**src/rtl/i2c_target_pkg.sv**
```systemverilog
// Shared types and constants for the I2C target: one-hot FSM states, filtered line
// bundle, and the bus-level meaning of SDA/R-W bits.
package i2c_target_pkg;

  typedef enum logic [7:0] {
    S_IDLE     = 8'b0000_0001,
    S_ADDR     = 8'b0000_0010,
    S_ADDR_ACK = 8'b0000_0100,
    S_WR_DATA  = 8'b0000_1000,
    S_WR_ACK   = 8'b0001_0000,
    S_RD_DATA  = 8'b0010_0000,
    S_RD_ACK   = 8'b0100_0000,
    S_WAIT     = 8'b1000_0000
  } state_e;

  // Filtered view of one pad: settled level plus 1-cycle edge pulses.
  typedef struct packed {
    logic level;
    logic rise;
    logic fall;
  } line_t;

  localparam logic RW_READ   = 1'b1;
  localparam logic ACK_BIT   = 1'b0;
  localparam logic SDA_LOW   = 1'b0;
  localparam logic SDA_FLOAT = 1'b1;

endpackage

```
**src/rtl/i2c_target_if.sv**
```systemverilog
// Open-drain pad bundle between the I2C target and the board-level bus.
interface i2c_target_if;
  logic i2c_scl_in;
  logic i2c_sda_in;
  logic i2c_sda_drive_n;

  modport slave  (input i2c_scl_in, input i2c_sda_in, output i2c_sda_drive_n);
  modport master (output i2c_scl_in, output i2c_sda_in, input i2c_sda_drive_n);
endinterface

```
**src/rtl/i2c_target_input_filter.sv**
```systemverilog
// Pad conditioner: 2-FF synchronizer, FILTER_LEN-cycle stability filter, and
// registered rise/fall pulses aligned with the filtered level change.
module i2c_target_input_filter
  import i2c_target_pkg::*;
#(
  parameter int FILTER_LEN = 3
) (
  input  logic  clk,
  input  logic  rst,
  input  logic  raw_i,
  output line_t line_o
);

  localparam int CW = (FILTER_LEN > 1) ? $clog2(FILTER_LEN) : 1;

  logic [1:0]    sync_q;
  logic [CW-1:0] cnt_q;
  line_t         line_q;

  // NOTE: non-blocking assignments throughout, so every flop updates from pre-edge values.
  always_ff @(posedge clk) begin
    if (rst) begin
      sync_q <= 2'b11;
      cnt_q  <= '0;
      line_q <= '{level: 1'b1, rise: 1'b0, fall: 1'b0};
    end else begin
      sync_q      <= {sync_q[0], raw_i};
      line_q.rise <= 1'b0;
      line_q.fall <= 1'b0;
      if (sync_q[1] == line_q.level) begin
        cnt_q <= '0;
      end else if (cnt_q == CW'(FILTER_LEN - 1)) begin
        cnt_q        <= '0;
        line_q.level <= sync_q[1];
        line_q.rise  <= sync_q[1];
        line_q.fall  <= ~sync_q[1];
      end else begin
        cnt_q <= cnt_q + 1'b1;
      end
    end
  end

  assign line_o = line_q;

endmodule

```
**src/rtl/i2c_target.sv**
```systemverilog
// I2C 7-bit-address target: filtered SCL/SDA, START/STOP detection, address match,
// byte receive via rx strobe and byte transmit via tx_req fetch. No clock stretching.
module i2c_target
  import i2c_target_pkg::*;
#(
  parameter int FILTER_LEN = 3
) (
  input  logic         clk,
  input  logic         rst,
  i2c_target_if.slave  bus,
  input  logic [6:0]   i2c_address,
  output logic [7:0]   rx_data,
  output logic         rx_valid,
  output logic         rx_first,
  output logic         tx_req,
  input  logic [7:0]   tx_data,
  output logic         busy
);

  line_t scl, sda;

  i2c_target_input_filter #(.FILTER_LEN(FILTER_LEN)) u_scl_filter (
    .clk(clk), .rst(rst), .raw_i(bus.i2c_scl_in), .line_o(scl)
  );
  i2c_target_input_filter #(.FILTER_LEN(FILTER_LEN)) u_sda_filter (
    .clk(clk), .rst(rst), .raw_i(bus.i2c_sda_in), .line_o(sda)
  );

  logic start_det, stop_det;
  assign start_det = sda.fall & scl.level;
  assign stop_det  = sda.rise & scl.level;

  state_e     state_q;
  logic [7:0] shift_q;
  logic [2:0] bit_cnt_q;
  logic       byte_done_q, first_q, rw_q, ack_q, load_q;
  logic       sda_drive_n_q, rx_valid_q, rx_first_q, tx_req_q, busy_q;
  logic [7:0] rx_data_q;

  always_ff @(posedge clk) begin
    if (rst) begin
      state_q       <= S_IDLE;
      shift_q       <= '0;
      bit_cnt_q     <= '0;
      byte_done_q   <= 1'b0;
      first_q       <= 1'b0;
      rw_q          <= 1'b0;
      ack_q         <= 1'b1;
      load_q        <= 1'b0;
      sda_drive_n_q <= SDA_FLOAT;
      rx_data_q     <= '0;
      rx_valid_q    <= 1'b0;
      rx_first_q    <= 1'b0;
      tx_req_q      <= 1'b0;
      busy_q        <= 1'b0;
    end else begin
      rx_valid_q <= 1'b0;
      rx_first_q <= 1'b0;
      tx_req_q   <= 1'b0;
      // tx_data is sampled on the second edge after the tx_req strobe is raised.
      load_q     <= tx_req_q;
      if (start_det) begin
        state_q       <= S_ADDR;
        bit_cnt_q     <= '0;
        byte_done_q   <= 1'b0;
        first_q       <= 1'b1;
        load_q        <= 1'b0;
        sda_drive_n_q <= SDA_FLOAT;
        busy_q        <= 1'b0;
      end else if (stop_det) begin
        state_q       <= S_IDLE;
        load_q        <= 1'b0;
        sda_drive_n_q <= SDA_FLOAT;
        busy_q        <= 1'b0;
      end else begin
        if (scl.rise && (state_q inside {S_ADDR, S_WR_DATA, S_RD_DATA})) begin
          bit_cnt_q   <= bit_cnt_q + 3'd1;
          byte_done_q <= (bit_cnt_q == 3'd7);
          if (state_q != S_RD_DATA) shift_q <= {shift_q[6:0], sda.level};
        end
        case (state_q)
          S_ADDR: if (scl.fall && byte_done_q) begin
            byte_done_q <= 1'b0;
            if (shift_q[7:1] == i2c_address) begin
              state_q       <= S_ADDR_ACK;
              rw_q          <= shift_q[0];
              sda_drive_n_q <= SDA_LOW;
              busy_q        <= 1'b1;
            end else begin
              state_q <= S_WAIT;
            end
          end
          S_ADDR_ACK: if (scl.fall) begin
            sda_drive_n_q <= SDA_FLOAT;
            if (rw_q == RW_READ) begin
              tx_req_q <= 1'b1;
              state_q  <= S_RD_DATA;
            end else begin
              state_q <= S_WR_DATA;
            end
          end
          S_WR_DATA: if (scl.fall && byte_done_q) begin
            byte_done_q   <= 1'b0;
            rx_data_q     <= shift_q;
            rx_valid_q    <= 1'b1;
            rx_first_q    <= first_q;
            first_q       <= 1'b0;
            sda_drive_n_q <= SDA_LOW;
            state_q       <= S_WR_ACK;
          end
          S_WR_ACK: if (scl.fall) begin
            sda_drive_n_q <= SDA_FLOAT;
            state_q       <= S_WR_DATA;
          end
          S_RD_DATA: begin
            if (load_q) begin
              shift_q       <= tx_data;
              sda_drive_n_q <= tx_data[7];
            end else if (scl.fall) begin
              if (byte_done_q) begin
                byte_done_q   <= 1'b0;
                sda_drive_n_q <= SDA_FLOAT;
                state_q       <= S_RD_ACK;
              end else begin
                shift_q       <= {shift_q[6:0], 1'b0};
                sda_drive_n_q <= shift_q[6];
              end
            end
          end
          S_RD_ACK: begin
            if (scl.rise) ack_q <= sda.level;
            if (scl.fall) begin
              if (ack_q == ACK_BIT) begin
                tx_req_q <= 1'b1;
                state_q  <= S_RD_DATA;
              end else begin
                state_q <= S_WAIT;
              end
            end
          end
          default: ;
        endcase
      end
    end
  end

  assign bus.i2c_sda_drive_n = sda_drive_n_q;
  assign rx_data             = rx_data_q;
  assign rx_valid            = rx_valid_q;
  assign rx_first            = rx_first_q;
  assign tx_req              = tx_req_q;
  assign busy                = busy_q;

endmodule

```
**src/flat_wrapper.sv**
```systemverilog
// flat-port wrapper written by rule: the top's interface ports become plain ports
module i2c_target_flat import i2c_target_pkg::*;
#(
  parameter int FILTER_LEN = 3
)
  (clk, rst, i2c_address, rx_data, rx_valid, rx_first, tx_req, tx_data, busy, bus_i2c_scl_in, bus_i2c_sda_in, bus_i2c_sda_drive_n);
  i2c_target_if bus_i ();
  input  logic clk;
  input  logic rst;
  input  logic [6:0] i2c_address;
  output logic [7:0] rx_data;
  output logic rx_valid;
  output logic rx_first;
  output logic tx_req;
  input  logic [7:0] tx_data;
  output logic busy;
  input wire logic [$bits(bus_i.i2c_scl_in)-1:0] bus_i2c_scl_in;
  input wire logic [$bits(bus_i.i2c_sda_in)-1:0] bus_i2c_sda_in;
  output wire logic [$bits(bus_i.i2c_sda_drive_n)-1:0] bus_i2c_sda_drive_n;
  assign bus_i.i2c_scl_in = bus_i2c_scl_in;
  assign bus_i.i2c_sda_in = bus_i2c_sda_in;
  assign bus_i2c_sda_drive_n = bus_i.i2c_sda_drive_n;
  i2c_target #(.FILTER_LEN(FILTER_LEN)) u_core (.clk(clk), .rst(rst), .bus(bus_i), .i2c_address(i2c_address), .rx_data(rx_data), .rx_valid(rx_valid), .rx_first(rx_first), .tx_req(tx_req), .tx_data(tx_data), .busy(busy));
endmodule
```
**config.mk**
```make
export PLATFORM = sky130hd
export DESIGN_NAME = i2c_target_flat
export DESIGN_NICKNAME = d
export VERILOG_FILES = /design/src/rtl/i2c_target_pkg.sv /design/src/rtl/i2c_target_if.sv /design/src/rtl/i2c_target_input_filter.sv /design/src/rtl/i2c_target.sv /design/src/flat_wrapper.sv
export SDC_FILE = /design/constraint.sdc
export NUM_CORES = 1
export LEC_CHECK = 0
export CORE_ASPECT_RATIO = 1.4
export CORE_MARGIN = 8
export CORE_UTILIZATION = 40
export CTS_CLUSTER_DIAMETER = 30
export DETAILED_ROUTE_END_ITERATION = 8
export GPL_ROUTABILITY_DRIVEN = 0
export HOLD_SLACK_MARGIN = 0.15
export SLEW_MARGIN = 0
export SYNTH_ARGS = -nofsm -noshare
export SYNTH_HDL_FRONTEND = slang
export SYNTH_SLANG_ARGS = --single-unit
```
**constraint.sdc**
```tcl
create_clock -name clk -period 4.5 [get_ports clk]
set_input_delay 0.45 -clock clk [delete_from_list [all_inputs] [get_ports clk]]
set_output_delay 0.45 -clock clk [all_outputs]
set_load 0.05 [all_outputs]
```
==> impl_metrics.ini <==
[status]
outcome = finished, final reports clean

[critical_path]
critical_path.cell_chain = and2b_1, and3_1, a32oi_1, a221oi_2, a21oi_1, o32a_1
worst_ep_required_time_ns = 4.69
cpMaxStageDelayCell = sky130_fd_sc_hd__and3_1
setup.worst_path.start_class = flip-flop
critical_path.max_fanout = 20
critical_path_capture_point_type = flip-flop
critical_path_class = flip-flop to flip-flop
crit_buf_inv = 0
timing.critical_path.slowest_cell_delay_ns = 0.66
critical-path-top-delay-family = simple AND/OR/NAND/NOR gates
arrival_ns = 2.62

[flow_run]
max_cap_viol_count = 0

[cells_and_area]
antenna-diode-count = 0
area_taken_by_flip_flops_and_latches_um2 = 1020
layout_commonest_cell = sky130_fd_sc_hd__dfxtp_1
multiInputGateArea_um2 = 1400
layout.cells.most_common_list = sky130_fd_sc_hd__dfxtp_1, sky130_fd_sc_hd__clkdlybuf4s50_1, sky130_fd_sc_hd__nor2_1, sky130_fd_sc_hd__nand2_1, sky130_fd_sc_hd__nand3_1
layout-area-overhead-vs-synth_pct = 16.2
layout-drive-gt1-share_pct = 9.21
fillCellCount = 600
finish.net_count = 326

[die]
die-height_um = 110
chipWidth_um = 83.5
top_level_ports = 32
fp.dieArea_um2 = 9220
floorplan.rows = 34
total_core_area_um2 = 6210
start_util_pct = 41.0

[logic_synthesis]
ys.warnings.count = 0
netlist-cell-type-count = 61
synthDominantAreaCellType = sky130_fd_sc_hd__dfxtp_1
yosys-top-cells-area = sky130_fd_sc_hd__dfxtp_1, sky130_fd_sc_hd__xnor2_1, sky130_fd_sc_hd__mux2i_1, sky130_fd_sc_hd__nor2_1, sky130_fd_sc_hd__nand2_1
synth_ff_type = sky130_fd_sc_hd__dfxtp_1
syn_avg_cell_area_um2 = 9.20
gate_count_of_the_mapped_netlist = 277
synth-seq-area-share_pct = 40.1
post_synth_instance_area_um2 = 2550
synth_edf_count = 0
postSynthNetCount = 300
netlist.area_leader.share_pct = 40.1
postSynthRegisterBits = 51
postSynth.asyncResetShare_pct = 0

[clocking]
insertion_delay_ns = 0.31
holdBufCountCts = 0
clk_pin_slew_ns = 0.09
post_cts.repair.setup_buffers = 0
clockBufferDepth = 2
max_h_tree_level = 2
numCtsBuffers = 5
clockRootBuffer = sky130_fd_sc_hd__clkbuf_8
clock_sink_count = 51
clock_tree_from_tritoncts = built
number_of_gates_resized_after_cts = 0

[route]
wirelength_routed_mm = 6.01
post_drt_wl_per_cell_um = 16.0
routed-via-count = 2107
initial_drt_markers = 129
via_per_inst = 5.60
number_of_routed_nets_with_antenna_violations = 0
drt-pass1-iter-count = 4
remaining_drc_errors = 0

[sta]
timing.max_slew.rel_slack_pct = 48.5
post-route-min-period_ns = 2.43
whs_ns = 0.413
grt_setup_unrepaired = false
tns_ns = 0
maxSlewViolCount = 0
timing_worst_slew_pin_value_ns = 0.772
finalClockSkew_ns = 0.0104
period_share_pct = 54.0
setup_viol_count_final = 0
fmax_mhz = 411
timing_hold_violations_final = 0

[grt]
grt_first_pass_wirelength_mm = 10.3
grt_remaining_overflow = 0
grt.total_usage_pct = 13.0
grt_start_max_net_pins = 22
grt_antenna_before_repair = 0
first_global_vias = 2177

[power]
finalPower_mw = 0.769
pwr_cell_area_nw_per_um2 = 259
worst_vdd_rail_ir_drop_mv = 0.202
p_leak_nw = 1.11

[placement]
place.detailed.hpwl_mm = 4.49
portBuffers = 31

[hold_path]
hold_path_class = flip-flop to flip-flop
-- Yosys cell counts (3+ instances only) --
library cell and n:
sky130_fd_sc_hd__o21ai_0 10, sky130_fd_sc_hd__a21oi_1 13, sky130_fd_sc_hd__mux2i_1 10, sky130_fd_sc_hd__a31oi_1 7, sky130_fd_sc_hd__or3_1 4, sky130_fd_sc_hd__and2_1 3
sky130_fd_sc_hd__a22o_1 8, sky130_fd_sc_hd__nand2_1 21, sky130_fd_sc_hd__xnor2_1 12, sky130_fd_sc_hd__buf_6 5, sky130_fd_sc_hd__nor3_1 6, sky130_fd_sc_hd__inv_1 8
sky130_fd_sc_hd__nand3_1 15, sky130_fd_sc_hd__dfxtp_1 51, sky130_fd_sc_hd__clkbuf_1 5, sky130_fd_sc_hd__a21o_1 4, sky130_fd_sc_hd__nor2_1 22, sky130_fd_sc_hd__nor4bb_1 4
sky130_fd_sc_hd__a311oi_1 5, sky130_fd_sc_hd__ha_1 4, sky130_fd_sc_hd__or2_2 5, sky130_fd_sc_hd__and3_1 6, sky130_fd_sc_hd__nand4_1 3
-- flip-flops by register name, indices dropped and copies added (netlist names), 2 cells and up --
signal	flops
u_core.u_sda_filter.line_o	3
u_core.u_scl_filter.line_o	3
u_core.u_sda_filter.cnt_q	2
u_core.u_scl_filter.cnt_q	2
u_core.rx_data	8
u_core.shift_q	8
u_core.u_sda_filter.sync_q	2
u_core.bit_cnt_q	3
u_core.state_q	8
u_core.u_scl_filter.sync_q	2
-- metal layers --
metal / wire length [um] / global-route usage (%) / vias up / part of all wire [%]
met5: 0 / 0 / - / 0
met4: 73 / 4.51 / 0 / 1.2
met3: 220 / 2.43 / 7 / 3.7
met2: 3100 / 22.6 / 42 / 52
met1: 2620 / 15.5 / 998 / 44
li1: - / - / 1060 / -
-- where the power goes --
group / internal [mW] / switching [mW]
clock: 0.126 / 0.154
sequential: 0.453 / 0.00122
combinational: 0.0204 / 0.0144
total: 0.599 / 0.169
-- worst paths after layout --
check	start	to	slack, ns	cells past startpoint
setup / recovery	u_core.state_q[5]$_SDFFE_PP0P_	u_core.bus.i2c_sda_drive_n$_SDFFE_PP1P_	2.07	6
setup reg to reg	u_core.state_q[5]$_SDFFE_PP0P_	u_core.bus.i2c_sda_drive_n$_SDFFE_PP1P_	2.07	6
hold reg to reg	u_core.u_scl_filter.sync_q[0]$_SDFF_PP1_	u_core.u_scl_filter.sync_q[1]$_SDFF_PP1_	0.41	1
hold / removal	u_core.u_scl_filter.sync_q[0]$_SDFF_PP1_	u_core.u_scl_filter.sync_q[1]$_SDFF_PP1_	0.41	1
-- layout make-up --
| class | instances | share of cell area, % |
|---|---|---|
| multi-input cells | 204 | 47.3 |
| flip-flops and latches | 51 | 34.5 |
| repair buffers | 32 | 10.7 |
| well taps | 72 | 3.04 |
| clock buffers | 6 | 2.79 |
| inverters | 9 | 1.14 |
| clock inverters | 2 | 0.549 |
-- through the flow --
stage          area [um^2]  setup WS [ns]  util [%]  cells
2_1_floorplan         2550           2.75         -    277
3_3_place_gp          2860           1.95      46.1    368
3_5_place_dp          2860           1.92      46.1    368
4_1_cts               2960           2.08      47.7    376
5_1_grt               2960           1.88      47.7    376
6_report              2960           2.07      47.7    376
-- worst register-to-register path, cell delays in order, from the launching register on --
cell and delay, ns:
sky130_fd_sc_hd__dfxtp_1 0.57, sky130_fd_sc_hd__and2b_1 0.29, sky130_fd_sc_hd__and3_1 0.66, sky130_fd_sc_hd__a32oi_1 0.14, sky130_fd_sc_hd__a221oi_2 0.31, sky130_fd_sc_hd__a21oi_1 0.06
sky130_fd_sc_hd__o32a_1 0.29
-- kinds of logic (layout without fill, tap and decap cells) --
family | count (synthesis) | after routing | share of synthesized area, %
fa+ha+maj | 4 | 4 | 1.96
buf+inv | 22 | 49 | 4.96
flops | 51 | 51 | 40.1
xor+xnor | 13 | 13 | 4.47
simple gates | 110 | 110 | 24.7
mux | 10 | 10 | 3.93
compound gates | 67 | 67 | 19.9
No activity file was read; power rests on OpenSTA's default activity.
